<file path="src/rtl/mmio_ctrl.sv">
// Memory-mapped I/O controller on the CPU data-memory port: switch/LED banks,
// debounced buttons with sticky press events, segment word and a cycle timer.
module mmio_ctrl #(
  parameter logic [31:0] BASE_ADDR    = 32'hffff_ff00,
  parameter int unsigned SW_W         = 8,
  parameter int unsigned N_SW         = 2,
  parameter int unsigned LED_W        = 8,
  parameter int unsigned N_LED        = 2,
  parameter int unsigned N_BTN        = 5,
  parameter int unsigned DEBOUNCE_CYC = 200000,
  parameter logic [31:0] SEG_RESET    = 32'h01abcdef
) (
  input  logic                   clk,
  input  logic                   reset,
  input  logic [31:0]            Address,
  input  logic [31:0]            WriteData,
  input  logic                   MemWrite,
  input  logic                   MemRead,
  input  logic [N_SW*SW_W-1:0]   sw_in,
  input  logic [N_BTN-1:0]       btn_in,
  output logic [N_LED*LED_W-1:0] led_out,
  output logic [31:0]            seg_out,
  output logic [31:0]            DataIo
);

  localparam int unsigned      CNT_W    = $clog2(DEBOUNCE_CYC);
  localparam logic [CNT_W-1:0] CNT_LAST = CNT_W'(DEBOUNCE_CYC - 1);
  localparam logic [7:0]       OFF_BTN  = 8'h10;
  localparam logic [7:0]       OFF_EVT  = 8'h14;
  localparam logic [7:0]       OFF_SEG  = 8'h30;
  localparam logic [7:0]       OFF_TMR  = 8'h34;

  logic       hit;
  logic [7:0] off;
  logic       wr_en;

  assign hit   = (Address[31:8] == BASE_ADDR[31:8]) && (Address[1:0] == 2'b00);
  assign off   = Address[7:0];
  assign wr_en = MemWrite && hit;

  // Switch synchroniser
  logic [N_SW*SW_W-1:0] sw_s1, sw_s2;

  always_ff @(posedge clk) begin
    if (!reset) begin
      sw_s1 <= '0;
      sw_s2 <= '0;
    end else begin
      sw_s1 <= sw_in;
      sw_s2 <= sw_s1;
    end
  end

  // Button synchroniser, debounce counters, levels and sticky events
  logic [N_BTN-1:0] btn_s1, btn_s2, btn_lvl, btn_evt;
  logic [N_BTN-1:0] btn_rise, evt_clr;
  logic [CNT_W-1:0] btn_cnt [N_BTN];

  // A rise is the cycle a low level is about to be accepted as high.
  always_comb begin
    btn_rise = '0;
    for (int unsigned k = 0; k < N_BTN; k++) begin
      btn_rise[k] = btn_s2[k] && !btn_lvl[k] && (btn_cnt[k] == CNT_LAST);
    end
  end

  always_comb begin
    evt_clr = '0;
    if (hit && (off == OFF_EVT)) begin
      if (MemRead)  evt_clr = evt_clr | btn_evt;
      if (MemWrite) evt_clr = evt_clr | WriteData[N_BTN-1:0];
    end
  end

  always_ff @(posedge clk) begin
    if (!reset) begin
      btn_s1  <= '0;
      btn_s2  <= '0;
      btn_lvl <= '0;
      btn_evt <= '0;
      for (int unsigned k = 0; k < N_BTN; k++) begin
        btn_cnt[k] <= '0;
      end
    end else begin
      btn_s1 <= btn_in;
      btn_s2 <= btn_s1;
      for (int unsigned k = 0; k < N_BTN; k++) begin
        if (btn_s2[k] == btn_lvl[k]) begin
          btn_cnt[k] <= '0;
        end else if (btn_cnt[k] == CNT_LAST) begin
          btn_lvl[k] <= btn_s2[k];
          btn_cnt[k] <= '0;
        end else begin
          btn_cnt[k] <= btn_cnt[k] + CNT_W'(1);
        end
      end
      // Set after clear so a same-cycle rising edge survives the clear.
      btn_evt <= (btn_evt & ~evt_clr) | btn_rise;
    end
  end

  // Writable registers: LED banks, segment word, timer
  logic [N_LED*LED_W-1:0] led_q;
  logic [31:0]            seg_q;
  logic [31:0]            timer_q;

  always_ff @(posedge clk) begin
    if (!reset) begin
      led_q   <= '0;
      seg_q   <= SEG_RESET;
      timer_q <= '0;
    end else begin
      timer_q <= timer_q + 32'd1;
      if (wr_en) begin
        for (int unsigned j = 0; j < N_LED; j++) begin
          if (off == 8'(32'h20 + 4 * j)) begin
            led_q[j*LED_W +: LED_W] <= WriteData[LED_W-1:0];
          end
        end
        if (off == OFF_SEG) seg_q   <= WriteData;
        if (off == OFF_TMR) timer_q <= WriteData;
      end
    end
  end

  assign led_out = led_q;
  assign seg_out = seg_q;

  // Read mux, purely combinational and independent of MemRead
  logic [31:0] rdata;

  always_comb begin
    rdata = '0;
    if (hit) begin
      for (int unsigned i = 0; i < N_SW; i++) begin
        if (off == 8'(4 * i)) rdata[SW_W-1:0] = sw_s2[i*SW_W +: SW_W];
      end
      for (int unsigned j = 0; j < N_LED; j++) begin
        if (off == 8'(32'h20 + 4 * j)) rdata[LED_W-1:0] = led_q[j*LED_W +: LED_W];
      end
      case (off)
        OFF_BTN: rdata[N_BTN-1:0] = btn_lvl;
        OFF_EVT: rdata[N_BTN-1:0] = btn_evt;
        OFF_SEG: rdata = seg_q;
        OFF_TMR: rdata = timer_q;
        default: ;
      endcase
    end
  end

  assign DataIo = rdata;

endmodule

</file>
<file path="config.mk">
export PLATFORM = sky130hd
export DESIGN_NAME = mmio_ctrl
export DESIGN_NICKNAME = d
export VERILOG_FILES = /design/src/rtl/mmio_ctrl.sv
export SDC_FILE = /design/constraint.sdc
export NUM_CORES = 1
export LEC_CHECK = 0
export BUFFER_PORTS_ARGS = -buffer_cell sky130_fd_sc_hd__buf_2
export CAP_MARGIN = 20
export CORE_ASPECT_RATIO = 0.6
export CORE_MARGIN = 2
export CORE_UTILIZATION = 60
export CTS_BUF_LIST = sky130_fd_sc_hd__clkbuf_4 sky130_fd_sc_hd__clkbuf_8
export DETAILED_ROUTE_END_ITERATION = 8
export PLACE_DENSITY = 0.83
export REMOVE_ABC_BUFFERS = 1
export SLEW_MARGIN = 20
export SYNTH_ARGS = -nofsm -noshare
export SYNTH_HDL_FRONTEND = slang
export SYNTH_SLANG_ARGS = --single-unit
</file>
<file path="constraint.sdc">
create_clock -name clk -period 2.7 [get_ports clk]
set_clock_uncertainty 0.2 [all_clocks]
set_input_delay 0.27 -clock clk [delete_from_list [all_inputs] [get_ports clk]]
set_output_delay 0.27 -clock clk [all_outputs]
set_load 0.02 [all_outputs]
</file>
# ---- Yosys cells after proc, flatten, opt, wreduce, memory -nomap -nowiden
# Memories as Yosys holds them, arrays and structs flattened.
# Index checks and enable logic that the tools add are counted.
dict set report op_classes {
  mux 84
  bitwise 24
  n_addsub 6
  n_reduce_logical 28
  eq_ne 18
}
# cell n
set op_table {}
lappend op_table {{$mux 18} 15}
lappend op_table {{$mux 32} 3}
lappend op_table {{$add 18x1->18 const B} 5}
lappend op_table {{$eq 18x18->1 const B} 5}
lappend op_table {{$mux 1} 56}
lappend op_table {{$pmux 27 s2} 1}
lappend op_table {{$add 32x1->32 const B} 1}
lappend op_table {{$eq 8x6->1 const B} 4}
lappend op_table {{$mux 8} 4}
lappend op_table {{$eq 24x24->1 const B} 1}
lappend op_table {{$mux 5} 4}
lappend op_table {{$pmux 5 s4} 1}
lappend op_table {{$eq 8x5->1 const B} 2}
lappend op_table {{$reduce_and 2->1} 8}
lappend op_table {{$or 1x1->1} 15}
lappend op_table {{$logic_and 1x1->1} 13}
lappend op_table {{$or 5x5->5} 2}
lappend op_table {{$eq 8x3->1 const B} 1}
lappend op_table {{$logic_not 8->1} 1}
lappend op_table {{$and 5x5->5} 1}
lappend op_table {{$eq 1x1->1} 5}
lappend op_table {{$logic_not 1->1} 5}
lappend op_table {{$not 1->1} 5}
lappend op_table {{$not 5->5} 1}
lappend op_table {{$logic_not 2->1} 1}
dict set report totals {
  mem_count 1
  ramBits 90
  regBits 132
  output_inout_bits 80
  in_bits 89
}
# name depth word_bits read_ports rd_ports_with_merged_regs write_ports line_no
set mem_list {}
lappend mem_list {btn_cnt 5 18 5 0 5 57} ;# logic [CNT_W-1:0] btn_cnt [N_BTN];

# ---- Longest topological paths before layout
# Gate-level depths: netlist (run 1).
dict set report logic_depth {
  depth_word 10
  mapped_depth 8
  ltp_nobuf 5
}

# ---- Worst setup path after synthesis (run 1)
# No wires, ideal clock.
dict set report synth_timing {
  path_kind {input -> output}
  from {input port Address[1]}
  to {output port DataIo[2]}
  arrival_ns 2.013
  path_slack_ns 0.217
  path_stages 6
  path_cell_list {or2_2 nor4_1 clkbuf_1 nand2_1 clkbuf_1 a211oi_1}
}
dict set report synth_between {
  elab_chain_cells 7
  word_cells_on_any_way 16
}
# element line_no
set synth_lines {}
lappend synth_lines {{start, declared} 15} ;# input logic [31:0] Address,
lappend synth_lines {{$logic_not 8->1} 136} ;# if (off == 8'(4 * i)) rdata[SW_W-1:0] = sw_s2[i*SW_W +: SW_W];
lappend synth_lines {{$mux 8 (2 in a row)} 136}
lappend synth_lines {{$mux 8 (2 in a row)} 139} ;# if (off == 8'(32'h20 + 4 * j)) rdata[LED_W-1:0] = led_q[j*LED_W +: LED_W];
lappend synth_lines {{$pmux 5 s4} 141} ;# case (off)
lappend synth_lines {{$mux 32 (*)} 134} ;# if (hit) begin
lappend synth_lines {{end, declared} 23} ;# output logic [31:0] DataIo
# Every way passes the cells marked *; elsewhere a longest branch is shown, timed or not.

# ---- Worst setup path after layout (run 1)
dict set report layout_timing {
  from {input port Address[1]}
  to {output port DataIo[14]}
}
dict set report layout_between {
  elab_chain_cells 3
  word_cells_on_any_way 6
}
# element line_no
set layout_lines {}
lappend layout_lines {{$eq 8x6->1 / $logic_not 2->1 (equally long branches)} {141, 37}}
lappend layout_lines {{$pmux 27 s2 / $logic_and 1x1->1 (equally long branches)} {141, 37}}
lappend layout_lines {{$mux 32 (*)} 134}
# Marks and branches as above.

==> flow_metrics.env, run 1 <==
export IMPL_status="finished clean"
export IMPL_setup_slack_ps=146.3
export IMPL_gr_total_overflow=0
export IMPL_cts_sinks=222
export IMPL_rrSetupSlack_ps=190
export IMPL_slew_viol_final=0
export IMPL_pin_count=169
export IMPL_detailedPlace_worstSlack_ps=47.18
export IMPL_wl_per_cell_um=18.58
export IMPL_hold_path_depth=4
export IMPL_drc=0
export IMPL_syn_area_per_cell_um2=9.501
export IMPL_drive_gt1_share_pct=20.07
export IMPL_clockRootBuffer="clkbuf_8"
export IMPL_power_density_nw_per_um2=499.1
export IMPL_async_reset_ff_share_pct=0
export IMPL_grt_pass1_wl_um=54010
export IMPL_synth_edff_count=90
export IMPL_ys_ff_latch=222
export IMPL_placed_cells=1652
export IMPL_synth_compound_area_share_pct=16.95
export IMPL_worstHoldStart="MemRead"
export IMPL_grt_max_degree=87
export IMPL_nets=1595
export IMPL_endpoint_kind="output port"
export IMPL_drt_iter0_drc=1279
export IMPL_die_w_um=182.3
export IMPL_yosysWarnings=0
export IMPL_tightest_slew_ps=817.1
export IMPL_arrival_ps=2080
export IMPL_first_pass_iters=6
export IMPL_startpoint_type="primary input"
export IMPL_reg2reg_depth=5
export IMPL_drt_vias_per_instance=6.295
export IMPL_area_growth_pct=23.77
export IMPL_r2r_start="btn_cnt[4][6]"
export IMPL_routed_via_count=11120
export IMPL_required_ps=2230
export IMPL_synth_cells=1205
export IMPL_synth_top_family_by_area="simple AND/OR/NAND/NOR gates"
export IMPL_hold_path_end="btn_evt[4]"
export IMPL_cts_tree="built"
export IMPL_die_y_um=111.0
export IMPL_grt_total_usage_pct=32.65
export IMPL_yosys_area_share_adder_pct=1.202
export IMPL_wl_met1_um=14040
export IMPL_num_rows=39
export IMPL_h_tree_depth=2
export IMPL_slew_headroom_pct=45.53
export IMPL_fin_crit_ps=2554
export IMPL_dr_max_layer_used="met4"
export IMPL_design_area_um2=14170
export IMPL_dieArea_um2=20240
export IMPL_wl_um=32840
export IMPL_regArea_um2=5345
export IMPL_muxShareOfSynthArea_pct=2.361
export IMPL_core_um2=18880
export IMPL_finalNonFillerCells=1767
export IMPL_critical_path_class="in -> out"
export IMPL_r2r_end="btn_cnt[4][12]"
export IMPL_synth_distinct_cells=56
export IMPL_grt_pass1_vias=10520
export IMPL_clkLatencyLatePin_ps=520
export IMPL_gp_congestion=0.9384
export IMPL_power_mw=7.072
export IMPL_start_util_pct=60.62
export IMPL_path_clk_slew_ps=70
export IMPL_ir_drop_mv=0.4705
export IMPL_min_path_type="in -> reg"
export IMPL_cts_buffers_inserted=34
export IMPL_grt_setup_unrepaired="no"
export IMPL_antenna_found_initial=0
export IMPL_synth_simple_area_share_pct=23.32
export IMPL_max_cap_viol_count=0
export IMPL_dpl_cell_area_um2=12900
export IMPL_cp_max_fo=27
export IMPL_ant_nets=0
export IMPL_synthFlopType="dfxtp_1"
export IMPL_synth_xor_area_share_pct=4.896
export IMPL_fillers=1322
export IMPL_period_share_pct=94.58
export IMPL_wl_met3_um=3543
export IMPL_ys_seq_area_share_pct=46.69
export IMPL_port_buffers=168
export IMPL_multiInputGateArea_um2=5937
export IMPL_clockBufferDepth=3
export IMPL_final_hold_viol_count=0
export IMPL_setup_viol_count_final=0
export IMPL_synth_area_um2=11450
export IMPL_dr_wl_met2_um=14370
export IMPL_hpwlAfterDp_um=21450
export IMPL_max_freq_mhz=391.6
export IMPL_p_leak_nw=5.175
[critical path, stage by stage]
cell	delay [ps]
buf_2	110
or2_2	310
nor4_2	340
nand2_1	330
buf_4	340
nor2_1	170
buf_2	200
[report_power, final]
part           total [mW]  switching [mW]  internal, mW
registers            3.66          0.0820          3.58
logic               0.435           0.229         0.206
clock network        2.98            1.29          1.69
[repair_timing]
action / in CTS / in global routing
buffers inserted: 0 / 0
hold endpoints to repair: 95 / 0
endpoints found under the setup margin: 0 / 4
hold buffers: 53 / 0
resized for setup: 0 / 1
[area by class of cell]
| type | instances | share of cell area [%] |
|---|---|---|
| inverters | 38 | 1.007 |
| clock buffers | 61 | 5.174 |
| repair buffers | 260 | 12.01 |
| diodes | 1 | 0.01766 |
| flip-flops and latches | 222 | 37.72 |
| well taps | 246 | 2.172 |
| multi-input cells | 939 | 41.90 |
[worst max path at each step]
stage	slack [ps]	depth (start not counted)	start	to
3_5_place_dp	50	8	Address[1]	DataIo[3]
4_1_cts	50	8	Address[1]	DataIo[3]
6_report	150	7	Address[1]	DataIo[14]
3_3_place_gp	80	8	Address[1]	DataIo[3]
2_1_floorplan	-5120	4	Address[1]	DataIo[0]
5_1_grt	40	8	Address[1]	DataIo[3]
[cells in the final DEF (no fill, tap or decap), types with 5 or more instances in the layout]
cell type,n
a211oi_1,16
a21o_1,5
a21oi_1,70
a22o_1,5
a22oi_1,29
a31oi_1,35
a41o_1,5
and2_1,50
and3_1,10
and4_1,23
buf_2,168
buf_4,36
clkbuf_4,17
clkbuf_8,44
conb_1,90
dfxtp_1,132
dlygate4sd3_1,53
edfxtp_1,90
ha_1,11
inv_1,37
mux2_2,8
mux4_2,8
nand2_1,30
nand3_1,37
nand4_1,77
nor2_1,100
nor3_1,11
nor4_1,36
nor4bb_1,5
o21ai_0,48
o31ai_1,49
o41ai_1,20
or3_1,31
or4_1,20
xnor2_1,39
xor2_1,25
[sequential cells by signal, indices dropped and copies added, names as in the netlist]
register,count
btn_s1,5
seg_out,32
btn_lvl,5
sw_s1,16
btn_s2,5
led_out,16
btn_evt,5
btn_cnt,90
sw_s2,16
timer_q,32
[cells in the mapped netlist (3+ instances only)]
cell	n	area [um^2]
dfxtp_1	132	2643
nor2_1	100	375.4
edfxtp_1	90	2703
clkbuf_1	81	304.0
nand4_1	77	481.7
a21oi_1	70	350.3
and2_1	50	312.8
o31ai_1	49	367.9
o21ai_0	48	240.2
xnor2_1	39	341.6
nor4_1	38	237.7
inv_1	37	138.9
nand3_1	37	185.2
a31oi_1	35	219.0
or3_1	32	200.2
nand2_1	30	112.6
a22oi_1	29	217.7
xor2_1	25	219.0
and4_1	23	201.4
or4_1	21	157.7
o41ai_1	20	175.2
a211oi_1	16	120.1
nor3_1	12	60.06
ha_1	11	137.6
and3_1	10	62.56
buf_2	8	40.04
mux2_2	8	90.09
mux4_2	8	180.2
a21o_1	5	37.54
a22o_1	5	43.79
a41o_1	5	50.05
nor4bb_1	5	50.05
a211o_1	4	35.03
buf_1	4	15.01
nand4b_1	4	35.03
or2_2	4	25.02
a31o_2	3	26.28
a32oi_1	3	26.28
a41oi_1	3	26.28
or4b_2	3	30.03
[logic make-up (layout without fill, tap and decap cells)]
logic type,count (synthesis),count (layout)
AOI/OAI and AO/OA,296,296
xor gates and xnor gates,64,64
adders and majority gates,11,11
buffers and inverters,133,359
DFF,222,222
muxes,16,16
other,1,91
and+or+nand+nor,462,462
[through the flow]
step	hold slack, ps	setup TNS [ps]	utilization [%]
floorplan	146.2	-426880	-
global placement	213.9	0	68.30
detailed placement	217.9	0	68.30
CTS	80.02	0	74.99
global route	92.98	0	75.02
finish	109.1	0	75.03
[metal layers]
layer | track usage, % | vias to the layer above
met5 | 0 | -
met4 | 10.97 | 0
met3 | 8.377 | 98
met2 | 48.68 | 668
met1 | 46.45 | 5226
li1 | - | 5132
No activity file was read; power rests on OpenSTA's default activity.
==> run 2: changes to the inputs <==
Settings changed: CORE_UTILIZATION 60 to 41, MAX_ROUTING_LAYER from default to met4, PLACE_DENSITY 0.83 to default.
==> run 2 against run 1 <==
Clock-buffer cell count fell by 12. Critical path depth increased by 1. Highest routed layer unchanged. Clock power grew 8.4%. Register-to-register slack better by 30 ps. Final area increased by 2.7%. Critical endpoint is now DataIo[2]. Non-clock buffer count grew 14.
==> flow_metrics.env, run 2 (synthesis results as in run 1) <==
export IMPL_design_area_um2=14550
export IMPL_dpl_cell_area_um2=13210
export IMPL_setup_tns_ps=0
export IMPL_die_w_um=219.7
export IMPL_arrival_ps=2140
export IMPL_antenna_cells=0
export IMPL_core_um2=27520
export IMPL_grt_max_degree=87
export IMPL_nets=1611
export IMPL_final_cell_mix="buf_2 (168), dfxtp_1 (132), nor2_1 (100)"
export IMPL_ant_nets=0
export IMPL_grt_pass1_vias=10070
export IMPL_wl_um=33910
export IMPL_gp_congestion=0.8394
export IMPL_period_share_pct=96.61
export IMPL_clkLatencyLatePin_ps=550
export IMPL_cts_buffers_inserted=36
export IMPL_drc=0
export IMPL_placed_cells=1783
export IMPL_clockRootBuffer="clkbuf_8"
export IMPL_grt_pass1_wl_um=54050
export IMPL_die_y_um=133.4
export IMPL_num_rows=47
export IMPL_wl_per_cell_um=17.81
export IMPL_cp_slowest_cell="and4_1"
export IMPL_startpoint_type="primary input"
export IMPL_max_cap_viol_count=0
export IMPL_cts_tree="built"
export IMPL_cpPeakStageDelay_ps=400
export IMPL_critical_path_class="in -> out"
export IMPL_power_mw=7.323
export IMPL_routed_via_count=10760
export IMPL_port_buffers=168
export IMPL_largest_register="btn_cnt"
export IMPL_slew_headroom_pct=64.90
export IMPL_final_common_cell="buf_2"
export IMPL_required_ps=2230
export IMPL_status="finished clean"
export IMPL_grt_total_usage_pct=23.92
export IMPL_finalNonFillerCells=1904
export IMPL_grt_setup_unrepaired="no"
export IMPL_cts_setup_buffers=0
export IMPL_min_path_type="in -> reg"
export IMPL_endpoint_kind="output port"
export IMPL_first_pass_iters=5
export IMPL_setup_viol_count_final=0
export IMPL_max_freq_mhz=383.4
export IMPL_fin_crit_ps=2608
export IMPL_area_growth_pct=27.13
export IMPL_path_clk_slew_ps=60
export IMPL_final_hold_viol_count=0
export IMPL_largest_reg_flops=90
export IMPL_fillers=2542
export IMPL_hpwlAfterDp_um=22970
export IMPL_cts_sinks=222
export IMPL_antenna_found_initial=0
export IMPL_detailedPlace_worstSlack_ps=173.0
export IMPL_ir_drop_mv=0.3100
export IMPL_drive_gt1_share_pct=20.49
export IMPL_p_leak_nw=5.279
export IMPL_whs_ps=44.96
export IMPL_power_density_nw_per_um2=503.1
export IMPL_tightest_slew_ps=525.0
export IMPL_crit_chain="buf_2 > nor4_1 > buf_4 > and4_1 > a22oi_1 > a211oi_1 > buf_4 > buf_2"
export IMPL_clockBufferDepth=3
export IMPL_drt_iter0_drc=953
export IMPL_gr_total_overflow=0
export IMPL_h_tree_depth=2
export IMPL_dieArea_um2=29320
export IMPL_final_core_util_pct=52.88
export IMPL_pin_count=169
export IMPL_start_util_pct=41.60
export IMPL_drt_vias_per_instance=5.652
export IMPL_setup_slack_ps=91.54
export IMPL_slew_viol_final=0
export IMPL_cp_max_fo=12
## run 2: layer usage
metal  track usage, %  up-vias  part of all wire [%]
met5                -        -                     0
met4            7.457        0                   2.7
met3            5.068       88                   7.9
met2            33.00      446                    42
met1            34.75     5074                    48
li1                 -     5154                     -
## run 2: path summary, 6_finish.rpt
path | slack (ps) | start | endpoint | cells past startpoint
worst max register to register | 220 | timer_q[1] | timer_q[20] | 6
worst max-delay path | 90 | Address[1] | DataIo[2] | 8
worst min register to register | 230 | btn_s1[1] | btn_s2[1] | 1
worst min-delay path | 40 | MemRead | btn_evt[4] | 4
## run 2: layout make-up
type / instances / area [um^2] / share of cell area [%]
multi-input combinational: 939 / 5931 / 40.75
sequential: 222 / 5345 / 36.73
timing repair buffer: 274 / 1904 / 13.08
clock buffer: 49 / 618.1 / 4.247
tap: 367 / 459.2 / 3.155
clock inverter: 15 / 153.9 / 1.057
inverter: 38 / 142.6 / 0.9801
## run 2: repair_timing
item	CTS	global route
endpoints found under the setup margin	0	0
gates resized for setup	0	0
hold buffers	57	0
hold endpoints to repair	103	0
## run 2: where the power goes
group | internal, mW | leakage (nW) | switching, mW
Sequential | 3.58 | 2.00 | 0.0777
Combinational | 0.211 | 2.87 | 0.225
Clock | 1.79 | 0.410 | 1.45
Total | 5.57 | 5.28 | 1.75
## run 2: critical path, delay by kind of cell
family                 cells  cell delay [ps]
buffers and inverters      4              680
AOI/OAI and AO/OA          2              460
and+or+nand+nor            2              720
==> run 3: changes to the inputs <==
Settings changed: CAP_MARGIN 20 to 10, CORE_ASPECT_RATIO 0.6 to default.
==> run 3 against run 2 <==
Clock power down 2%. Wire length is 5.6% lower. Via count fell by 3.0%. Sequential cell count is the same. Sequential share of layout area grew 0.42 points. Die area decreased by 0.15%. Register-to-register slack improved by 80 ps. Worst setup slack improved by 67 ps. Final cell count increased by 0.47%. Combinational power is 3% lower. Critical path depth is 2 lower. Highest routed layer unchanged. Maximum frequency rose by 2.6%.
==> flow_metrics.env, run 3 (synthesis results as in run 1) <==
export IMPL_worstHoldStart="MemRead"
export IMPL_cts_resized=0
export IMPL_hold_path_end="btn_evt[4]"
export IMPL_critical_path_class="in -> out"
export IMPL_pwr_share_clk_pct=43.6
export IMPL_r2r_end="btn_cnt[4][11]"
export IMPL_routed_via_count=10440
export IMPL_drc=0
export IMPL_hpwlAfterDp_um=21230
export IMPL_dieArea_um2=29280
export IMPL_cp_max_fo=11
export IMPL_max_freq_mhz=393.5
export IMPL_comb_power_share_pct=5.9
export IMPL_grt_pass1_wl_um=50430
export IMPL_final_cell_mix="buf_2 (168), dfxtp_1 (132), nor2_1 (100)"
export IMPL_p_sw_share_pct=23.04
export IMPL_path_clk_slew_ps=60
export IMPL_die_w_um=171.1
export IMPL_clockBufferDepth=3
export IMPL_grt_setup_unrepaired="no"
export IMPL_gr_total_overflow=0
export IMPL_finalNonFillerCells=1913
export IMPL_max_cap_viol_count=0
export IMPL_cts_tree="built"
export IMPL_slew_viol_final=0
export IMPL_seqPwrFrac_pct=50.5
export IMPL_grt_max_degree=87
export IMPL_r2r_start="btn_cnt[4][6]"
export IMPL_largest_reg_flops=90
export IMPL_tightest_slew_ps=932.1
export IMPL_first_pass_iters=8
export IMPL_cts_buffers_inserted=40
export IMPL_pin_count=169
export IMPL_gp_congestion=0.8364
export IMPL_fillers=2698
export IMPL_clkLatencyLatePin_ps=530
export IMPL_num_rows=61
export IMPL_port_buffers=168
export IMPL_drive_gt1_share_pct=20.41
export IMPL_reg2reg_depth=5
export IMPL_cts_sinks=222
export IMPL_setup_viol_count_final=0
export IMPL_startpoint_type="primary input"
export IMPL_slew_headroom_pct=37.86
export IMPL_wl_per_cell_um=16.74
export IMPL_ir_drop_mv=0.3870
export IMPL_design_area_um2=14390
export IMPL_required_ps=2230
export IMPL_fin_crit_ps=2541
export IMPL_dpl_cell_area_um2=13050
export IMPL_grt_pass1_vias=9813
export IMPL_clockRootBuffer="clkbuf_8"
export IMPL_h_tree_depth=2
export IMPL_power_density_nw_per_um2=503.7
export IMPL_die_y_um=171.1
export IMPL_drt_vias_per_instance=5.459
export IMPL_area_growth_pct=25.69
export IMPL_largest_register="btn_cnt"
export IMPL_antenna_found_initial=6
export IMPL_min_path_type="in -> reg"
export IMPL_final_common_cell="buf_2"
export IMPL_drt_iter0_drc=860
export IMPL_core_um2=27630
export IMPL_hold_path_depth=4
export IMPL_final_hold_viol_count=0
export IMPL_status="finished clean"
export IMPL_power_switching_mw=1.670
export IMPL_placed_cells=1784
export IMPL_wl_um=32020
export IMPL_nets=1601
export IMPL_ant_nets=0
export IMPL_grt_total_usage_pct=22.00
export IMPL_arrival_ps=2070
export IMPL_p_leak_nw=5.197
export IMPL_p_int_mw=5.578
export IMPL_period_share_pct=94.13
export IMPL_start_util_pct=41.44
export IMPL_rrSetupSlack_ps=300
export IMPL_endpoint_kind="output port"
run 3: cell count changes in the layout (fill, tap and decap cells not counted), moves of 4 or more:
cell / change
clkinv_2: -7
clkbuf_4: +13
clkbuf_8: +4
buf_12: -8
diode_2: +6
dlygate4sd3_1: -4
run 3: worst max path at each step:
stage	depth (start not counted)	end	slack, ps	startpoint
2_1_floorplan	4	DataIo[0]	-5120	Address[1]
3_3_place_gp	7	DataIo[4]	190	Address[1]
3_5_place_dp	6	DataIo[3]	140	Address[1]
4_1_cts	6	DataIo[4]	140	Address[1]
5_1_grt	7	DataIo[2]	30	Address[1]
6_report	6	DataIo[4]	160	Address[1]
run 3: critical path: stages:
cell and delay (ps):
buf_2 110, nor4_1 430, buf_4 240, nand3_1 300
a211oi_1 460, buf_2 240
run 3: what timing repair did:
action	in CTS	in global routing
hold buffers	53	0
setup endpoints to repair	0	0
setup buffers	0	0
endpoints found under the hold margin	97	0
run 3: final cells by class:
type	count	area [um^2]	area share (%)
Timing Repair Buffer	260	1689	11.74
Multi-Input combinational cell	939	5931	41.21
Antenna cell	6	15.01	0.1043
Tap cell	378	473.0	3.287
Clock buffer	66	770.7	5.356
Sequential cell	222	5345	37.14
Inverter	38	142.6	0.9912
Clock inverter	4	23.77	0.1652
run 3: stage by stage:
stage               utilization [%]  setup slack [ps]  hold WS [ps]  total power, mW  TNS (ps)
floorplan                         -             -5119         146.2            3.889   -426880
global placement              47.23             192.2         214.7            4.081         0
detailed placement            47.23             142.1         216.9            4.087         0
CTS                           52.03             138.4         48.04            7.326         0
global route                  52.08             29.19         78.36            7.528         0
finish                        52.08             158.6         74.54            7.248         0
run 3: routing by layer:
metal  vias up  GRT usage (%)  routed length, um
met5         -              -                  0
met4         0          8.106                964
met3        78          4.557               2143
met2       333          33.84              14510
met1      4889          28.67              14400
li1       5144              -                  -
run 3: power by group through the flow:
stage                     Clock, mW  Sequential (mW)  Combinational, mW
after CTS                      3.25             3.66              0.421
after detailed placement          0             3.73              0.358
after floorplan                   0             3.70              0.186
after global placement            0             3.73              0.354
final                          3.16             3.66              0.425
after global routing           3.38             3.67              0.473
